$ cat src/rtl/way_fill_demux.sv
// Assembles a cache line from narrow fill beats and writes it into one way
// with a single-cycle one-hot strobe; out-of-range ways are dropped with an error pulse.
//
// state   | meaning
// IDLE    | waiting for beat 0, which also carries the destination way
// COLLECT | gathering beats 1..beats-1
// WRITE   | one-cycle strobe of the assembled line to the selected way
module way_fill_demux #(
  parameter int lineSize  = 512,
  parameter int ways      = 8,
  parameter int beatWidth = 64
) (
  input  logic                     clock,
  input  logic                     reset_n,
  input  logic                     fillValid,
  output logic                     fillReady,
  input  logic [$clog2(ways)-1:0]  fillWay,
  input  logic [beatWidth-1:0]     fillData,
  input  logic                     abort,
  output logic [ways-1:0]          wayWrEn,
  output logic [lineSize-1:0]      wayWrData,
  output logic                     busy,
  output logic                     wayError
);

  localparam int BEATS = lineSize / beatWidth;
  localparam int WAY_W = $clog2(ways);
  localparam int CNT_W = $clog2(BEATS) + 1;

  typedef enum logic [1:0] {IDLE, COLLECT, WRITE} state_t;

  state_t             r_state;
  state_t             w_next;
  logic [CNT_W-1:0]   r_beat_cnt;
  logic [WAY_W-1:0]   r_way;
  logic [lineSize-1:0] r_line;
  logic [ways-1:0]    r_wr_en;
  logic               r_error;

  logic               w_accept;
  logic               w_last;
  logic [WAY_W-1:0]   w_way_sel;
  logic               w_way_ok;
  logic [ways-1:0]    w_onehot;

  // Beat 0 arrives in IDLE, so its way has not been latched yet.
  assign w_way_sel = (r_state == IDLE) ? fillWay : r_way;
  assign w_way_ok  = {1'b0, w_way_sel} < (WAY_W+1)'(ways);
  assign w_onehot  = {{(ways-1){1'b0}}, 1'b1} << w_way_sel;
  assign w_last    = (r_beat_cnt == CNT_W'(BEATS - 1));

  always_comb begin
    w_next    = r_state;
    fillReady = 1'b0;
    busy      = 1'b0;
    case (r_state)
      IDLE: begin
        fillReady = !abort;
      end
      COLLECT: begin
        fillReady = !abort;
        busy      = 1'b1;
        if (abort) w_next = IDLE;
      end
      WRITE: begin
        busy   = 1'b1;
        w_next = IDLE;
      end
      default: w_next = IDLE;
    endcase
    w_accept = fillValid & fillReady;
    if (w_accept) w_next = w_last ? WRITE : COLLECT;
  end

  always_ff @(posedge clock or negedge reset_n) begin
    if (!reset_n) begin
      r_state    <= IDLE;
      r_beat_cnt <= '0;
      r_way      <= '0;
      r_line     <= '0;
      r_wr_en    <= '0;
      r_error    <= 1'b0;
    end else begin
      r_state <= w_next;
      if (w_next == IDLE)  r_beat_cnt <= '0;
      else if (w_accept)   r_beat_cnt <= r_beat_cnt + 1'b1;
      if (w_accept && r_state == IDLE) r_way <= fillWay;
      for (int k = 0; k < BEATS; k++) begin
        if (w_accept && r_beat_cnt == CNT_W'(k))
          r_line[k*beatWidth +: beatWidth] <= fillData;
      end
      r_wr_en <= (w_accept && w_last && w_way_ok) ? w_onehot : '0;
      r_error <= w_accept && w_last && !w_way_ok;
    end
  end

  assign wayWrEn   = r_wr_en;
  assign wayError  = r_error;
  assign wayWrData = r_line;

endmodule

$ cat config.mk
export PLATFORM = sky130hd
export DESIGN_NAME = way_fill_demux
export DESIGN_NICKNAME = d
export VERILOG_FILES = /design/src/rtl/way_fill_demux.sv
export SDC_FILE = /design/constraint.sdc
export NUM_CORES = 1
export LEC_CHECK = 0
export ABC_CLOCK_PERIOD_IN_PS = 2600
export CAP_MARGIN = 10
export CORE_UTILIZATION = 25
export DETAILED_ROUTE_END_ITERATION = 12
export PLACE_DENSITY = 0.54
export SYNTH_ARGS = -nofsm -noshare
export SYNTH_HDL_FRONTEND = slang
export SYNTH_SLANG_ARGS = --single-unit
$ cat constraint.sdc
create_clock -name clock -period 2.6 [get_ports clock]
set_input_delay 0.52 -clock clock [delete_from_list [all_inputs] [get_ports clock]]
set_output_delay 0.52 -clock clock [all_outputs]
set_load 0.005 [all_outputs]
==> results of run 1 <==
-- flip-flops by register name, summed over array words and instances (netlist names) --
signal	flops
r_beat_cnt	4
wayWrData	512
r_state	2
wayWrEn	8
r_way	3
-- logic make-up (layout without fill, tap and decap cells) --
logic type                 Yosys count  count (layout)  share of synthesized area
and+or+nand+nor                     38              38                     0.0139
buffers and inverters               66             762                     0.0255
AOI/OAI and AO/OA                   15              15                    0.00507
DFF                                529             529                      0.654
other                                1               5                   0.000185
adders and majority gates            7               7                    0.00433
muxes                              517             517                      0.297
-- worst min path at each step --
stage,start,endpoint,slack (ns),cells after the start
floorplan,reset_n,r_beat_cnt[0]$_DFFE_PN0P_,0.22,0
global placement,wayWrData[34]$_DFFE_PN0P_,wayWrData[34]$_DFFE_PN0P_,0.47,1
detailed placement,wayWrData[34]$_DFFE_PN0P_,wayWrData[34]$_DFFE_PN0P_,0.48,1
CTS,reset_n,wayWrData[117]$_DFFE_PN0P_,0.44,2
global route,reset_n,wayWrData[443]$_DFFE_PN0P_,0.47,2
finish,reset_n,wayWrData[125]$_DFFE_PN0P_,0.46,2
-- cell usage after synthesis (3+ instances only) --
library cell | instances | area [um2]
or4b_1 | 3 | 30.0
nor2_1 | 3 | 11.3
mux2_4 | 50 | 751
nor4_4 | 3 | 63.8
nand2b_1 | 3 | 18.8
clkbuf_1 | 4 | 15.0
mux2_2 | 448 | 5040
dfrtp_1 | 529 | 13200
buf_6 | 31 | 349
nand3_1 | 4 | 20.0
buf_2 | 22 | 110
nor2b_1 | 3 | 18.8
nor3_1 | 9 | 45.0
inv_1 | 7 | 26.3
a21oi_1 | 5 | 25.0
ha_1 | 7 | 87.6
mux2_1 | 17 | 191
-- layout make-up --
| class | instances | area (um2) | area share |
|---|---|---|---|
| clock inverter | 13 | 126 | 0.00426 |
| clock buffer | 91 | 1810 | 0.0610 |
| inverter | 7 | 26.3 | 0.000885 |
| tap | 1050 | 1310 | 0.0442 |
| timing repair buffer | 651 | 6650 | 0.224 |
| sequential | 529 | 13200 | 0.446 |
| multi-input combinational | 578 | 6520 | 0.219 |
| antenna | 4 | 10.0 | 0.000337 |
-- per-layer routing --
layer | share of wire | up-vias
met2 | 0.50 | 367
met1 | 0.40 | 6569
li1 | - | 5498
met5 | 0 | -
met3 | 0.075 | 94
met4 | 0.023 | 0
-- where the power goes --
part	leakage (uW)	internal, uW	switching, uW
sequential	0.00711	9590	761
clock	0.000960	4950	3360
combinational	0.00559	3740	1920
-- metrics by stage --
stage               cells  utilization
finish               2923        0.373
global route         2921        0.373
CTS                  2919        0.373
detailed placement   2813        0.348
global placement     2813        0.348
floorplan            1173            -
-- timing repair --
action                                  4_1_cts  5_1_grt
endpoints found under the setup margin        1        0
buffers inserted                              1        0
hold endpoints to repair                     34        0
resized for setup                             5        0
hold buffers                                  1        0
==> impl_metrics.csv, run 1 <==
group,metric,value,unit
placement,hpwl,43700,um
placement,port_buffers,592,
timing,max_freq,400,MHz
critical_path,path_buf_inv,2,
critical_path,arrival,1.98,ns
global_route,grt_pass1_wl,92500,um
synthesis,synth.avg_cell_area,17.3,um2
global_route,grtUsageTotal,0.149,
synthesis,synthCells,1173,
synthesis,ys_warn_count,0,
critical_path,crit_start,"r_state[0]$_DFF_PN0_",
critical_path,crit_chain,"inv_1, ha_4, nor2_2, nor2_2, clkdlybuf4s50_1",
layout,fin_area,29700,um2
global_route,antenna_found_initial,2,
detailed_routing,totalWireLength,62600,um
clocking,clk_latency,0.61,ns
timing,finalMaxSlewViolations,0,
die,initial_utilization,0.254,
power_and_ir_drop,power,24300,uW
detailed_routing,viasPerCell,4.29,
timing,relSlewSlack,0.489,
clocking,cts_max_level,2,
critical_path,critPathLaunchType,"register",
critical_path,rr_startpoint,"r_state[0]$_DFF_PN0_",
critical_path,slowest_stage,"clkdlybuf4s50_1",
min_path,hold_path_class,"input port to async pin",
timing,hold_viol,0,
detailed_routing,via_count,12500,
global_route,grtUsageMet2,0.260,
clocking,cts_inserted_buffers,61,
clocking,cts_tree,"yes",
critical_path,cp-end-kind,"output pin",
global_route,grt_pass1_vias,13500,
synthesis,syn-num-nets,1251,
layout,finalNetCount,1906,
synthesis,ys.flop_type,"dfrtp_1",
timing,fin_skew,0.0231,ns
clocking,clkSinkCount,529,
timing,fin_tns_setup,0,ns
detailed_routing,wl_per_cell,21.4,um
timing,tightestPinTransition,0.764,ns
synthesis,synth_cell_types,36,
critical_path,crit_path_end,"fillReady",
global_route,gr-total-overflow,0,
detailed_routing,drt_pass1_iterations,4,
critical_path,critical_path.top_delay_family,"buffers and inverters",
run,cap_violations,0,
critical_path,cp_max_fo,5,
layout,final_common_cell,"clkdlybuf4s50_1",
layout,final_cell_mix,"591 x clkdlybuf4s50_1, 529 x dfrtp_1, 448 x mux2_2",
critical_path,cp_common_cell,"nor2_2",
timing,fin_ws,0.103,ns
placement,gp_congestion,0.734,
die,die_h,286,um
synthesis,synth-edff-count,0,
status,status,"completed",
power_and_ir_drop,ir_drop,0.527,mV
clocking,clockRootBuffer,"clkbuf_16",
layout,drive_gt1_frac,0.354,
die,io_pins,594,
detailed_routing,drc,0,
global_route,grt_start_max_net_pins,71,
placement,postPlaceCellArea,27700,um2
die,core,79500,um2
clocking,cts_max_path_buffers,3,
synthesis,synth-seq-cells,529,
critical_path,cp_slowest_stage_delay,0.51,ns
critical_path,worst_ep_required_time,2.08,ns
power_and_ir_drop,power_density,819,nW/um2
layout,syn_to_final_growth,46.7,%
critical_path,r2r_slack,0.28,ns
timing,post-route-period-util,0.960,
detailed_routing,ant_nets,0,
timing,report.final.setup_viol,0,
clocking,clk_pin_slew,0.06,ns
critical_path,reg2reg_to,"wayWrData[8]$_DFFE_PN0P_",
synthesis,synth-seq-area-share,0.654,
timing,rsz0062_at_grt,"false",
die,die_w,286,um
critical_path,critPathKind,"register to output pin",
timing,hold_ws,0.464,ns
synthesis,ys_async_sr_fraction,1.00,
layout,fillers,7452,
critical_path,path_depth,5,
die,rows,103,
critical_path,reg2reg_depth,8,
placement,dp_slack,-0.0174,ns
synthesis,syn_area,20200,um2
power_and_ir_drop,p_leak,0.0137,uW
detailed_routing,initialDrtViolationCount,434,
die,fp.dieArea,82100,um2
global_route,grt_use_met1,0.176,
timing,timing.final.crit_period,2.50,ns
global_route,use_met3,0.0475,
global_route,grt_busiest_layer,"met2",
No activity file was read; power rests on OpenSTA's default activity.
==> run 2: changes to the inputs <==
ABC_CLOCK_PERIOD_IN_PS = 2250   (was 2600)
PLACE_DENSITY = 0.55   (was 0.54)
clock period = 2.25 ns   (was 2.6 ns; I/O delays follow)
==> run 2 against run 1 <==
Net effect: setup slack worse by 0.032 ns; sequential share of layout area is 0.39 points lower; via count rose by 1.3%; cell count up 0.62%; clock skew decreased by 0.0081 ns; largest cell class unchanged; largest power group unchanged.
==> impl_metrics.csv, run 2 (synthesized netlist as in run 1, its figures left out) <==
group,metric,value,unit
critical_path,r2r_slack,0.07,ns
timing,max_freq,459,MHz
critical_path,reg2reg_depth,6,
placement,gp_congestion,0.756,
timing,hold_ws,0.395,ns
timing,report.final.setup_viol,0,
detailed_routing,via_count,12700,
layout,finalNetCount,1921,
layout,fin_cells,2941,
critical_path,cp-end-kind,"register",
clocking,clkSinkCount,529,
layout,fillers,7436,
detailed_routing,drc,0,
critical_path,slowest_stage,"dfrtp_1",
die,die_h,286,um
detailed_routing,initialDrtViolationCount,457,
layout,drive_gt1_frac,0.362,
placement,hpwl,43400,um
status,status,"completed",
detailed_routing,wl_per_cell,21.3,um
critical_path,critical_path.top_delay_family,"buffers and inverters",
layout,syn_to_final_growth,48.0,%
detailed_routing,ant_nets,0,
critical_path,critPathKind,"register to register",
placement,postPlaceCellArea,27800,um2
clocking,cts_max_path_buffers,3,
clocking,cts_max_level,2,
die,io_pins,594,
layout,fin_area,30000,um2
layout,final_core_util,0.377,
min_path,hold_path_class,"input port to async pin",
die,initial_utilization,0.254,
critical_path,crit_path_end,"wayWrData[498]$_DFFE_PN0P_",
die,core,79500,um2
die,die_w,286,um
layout,multi_input_area,6530,um2
global_route,gr-total-overflow,0,
layout,final_common_cell,"clkdlybuf4s50_1",
placement,port_buffers,592,
timing,relSlewSlack,0.606,
critical_path,arrival,2.66,ns
timing,rsz0062_at_grt,"true",
critical_path,crit_chain,"inv_2, ha_4, or2_2, nand4_1, buf_12, mux2_2",
run,cap_violations,0,
die,fp.dieArea,82100,um2
timing,post-route-period-util,0.968,
power_and_ir_drop,power,28300,uW
layout,seq_area,13200,um2
timing,hold_viol,0,
critical_path,reg2reg_to,"wayWrData[498]$_DFFE_PN0P_",
power_and_ir_drop,p_leak,0.0138,uW
global_route,grt_pass1_wl,93500,um
detailed_routing,drt_pass1_iterations,4,
global_route,antenna_found_initial,1,
layout,final_cell_mix,"589 x clkdlybuf4s50_1, 529 x dfrtp_1, 447 x mux2_2",
clocking,clk_latency,0.60,ns
detailed_routing,totalWireLength,62600,um
power_and_ir_drop,ir_drop,0.544,mV
critical_path,rr_startpoint,"r_state[0]$_DFF_PN0_",
timing,finalMaxSlewViolations,0,
timing,tightestPinTransition,0.590,ns
detailed_routing,viasPerCell,4.31,
clocking,clk_pin_slew,0.06,ns
critical_path,path_depth,6,
critical_path,cp_max_fo,72,
critical_path,cp_slowest_stage_delay,0.42,ns
placement,dp_cells,2822,
critical_path,crit_start,"r_state[0]$_DFF_PN0_",
clocking,cts_tree,"yes",
die,rows,103,
global_route,grt_start_max_net_pins,73,
critical_path,critPathLaunchType,"register",
timing,timing.final.crit_period,2.18,ns
layout,largest_reg_flops,512,
global_route,grt_pass1_vias,13700,
critical_path,path_buf_inv,2,
timing,fin_skew,0.0150,ns
clocking,cts_inserted_buffers,59,
power_and_ir_drop,power_density,944,nW/um2
global_route,grtUsageTotal,0.150,
clocking,clockRootBuffer,"clkbuf_16",
critical_path,worst_ep_required_time,2.73,ns
[run 2: changes by cell type in the layout (fill, tap and decap cells not counted), moves of 3 or more]
cell	before	now
clkbuf_16	63	60
buf_12	22	25
buf_16	0	3
clkbuf_8	13	18
buf_4	36	43
buf_6	0	4
[run 2: final cells by class]
cell class              instances  share of cell area
repair buffers                668               0.230
diodes                          2            0.000167
clock inverters                16             0.00526
multi-input cells             578               0.218
flip-flops and latches        529               0.442
inverters                       7            0.000877
well taps                    1050              0.0439
clock buffers                  91              0.0600
[run 2: worst min path at each step]
stage	to	slack, ns	depth (start not counted)
after floorplan	r_beat_cnt[0]$_DFFE_PN0P_	0.15	0
after global placement	wayWrData[473]$_DFFE_PN0P_	0.44	1
after detailed placement	wayWrData[473]$_DFFE_PN0P_	0.45	1
after CTS	wayWrData[473]$_DFFE_PN0P_	0.36	2
after global routing	wayWrData[473]$_DFFE_PN0P_	0.40	2
final	wayWrData[473]$_DFFE_PN0P_	0.39	2
[run 2: power by group]
part	switching, uW	internal [uW]	total (uW)
sequential	901	11100	12000
combinational	2220	4480	6700
clock	3900	5690	9600
[run 2: routing by layer]
layer	share of wire	vias to the layer above	wire length, um	global-route usage
li1	-	5526	-	-
met4	0.023	0	1450	0.0393
met2	0.50	394	31400	0.258
met3	0.072	85	4490	0.0432
met1	0.40	6683	25200	0.182
met5	0	-	0	0
[run 2: worst register-to-register path: cells and delay by family, from the launching register on]
family	cells	cell delay (ns)
multiplexers	1	0.53
buffers and inverters	2	0.48
AND/OR/NAND/NOR	2	0.46
flip-flops	1	0.42
adder cells (fa/ha/maj)	1	0.17
[run 2: metrics by stage]
stage                     setup slack [ns]  TNS (ns)
final                               0.0714         0
after CTS                          -0.0405   -0.0405
after global placement              -0.281    -64.71
after global routing              -0.00350  -0.00422
after detailed placement            -0.247    -56.05
after floorplan                     0.0909         0
[run 2: what timing repair did]
item / 4_1_cts / 5_1_grt
resized for setup: 15 / 5
setup buffers: 4 / 3
endpoints found under the setup margin: 129 / 113
hold buffers: 1 / 0
cloned: 2 / 0
pin swaps: 3 / 2
endpoints found under the hold margin: 33 / 0
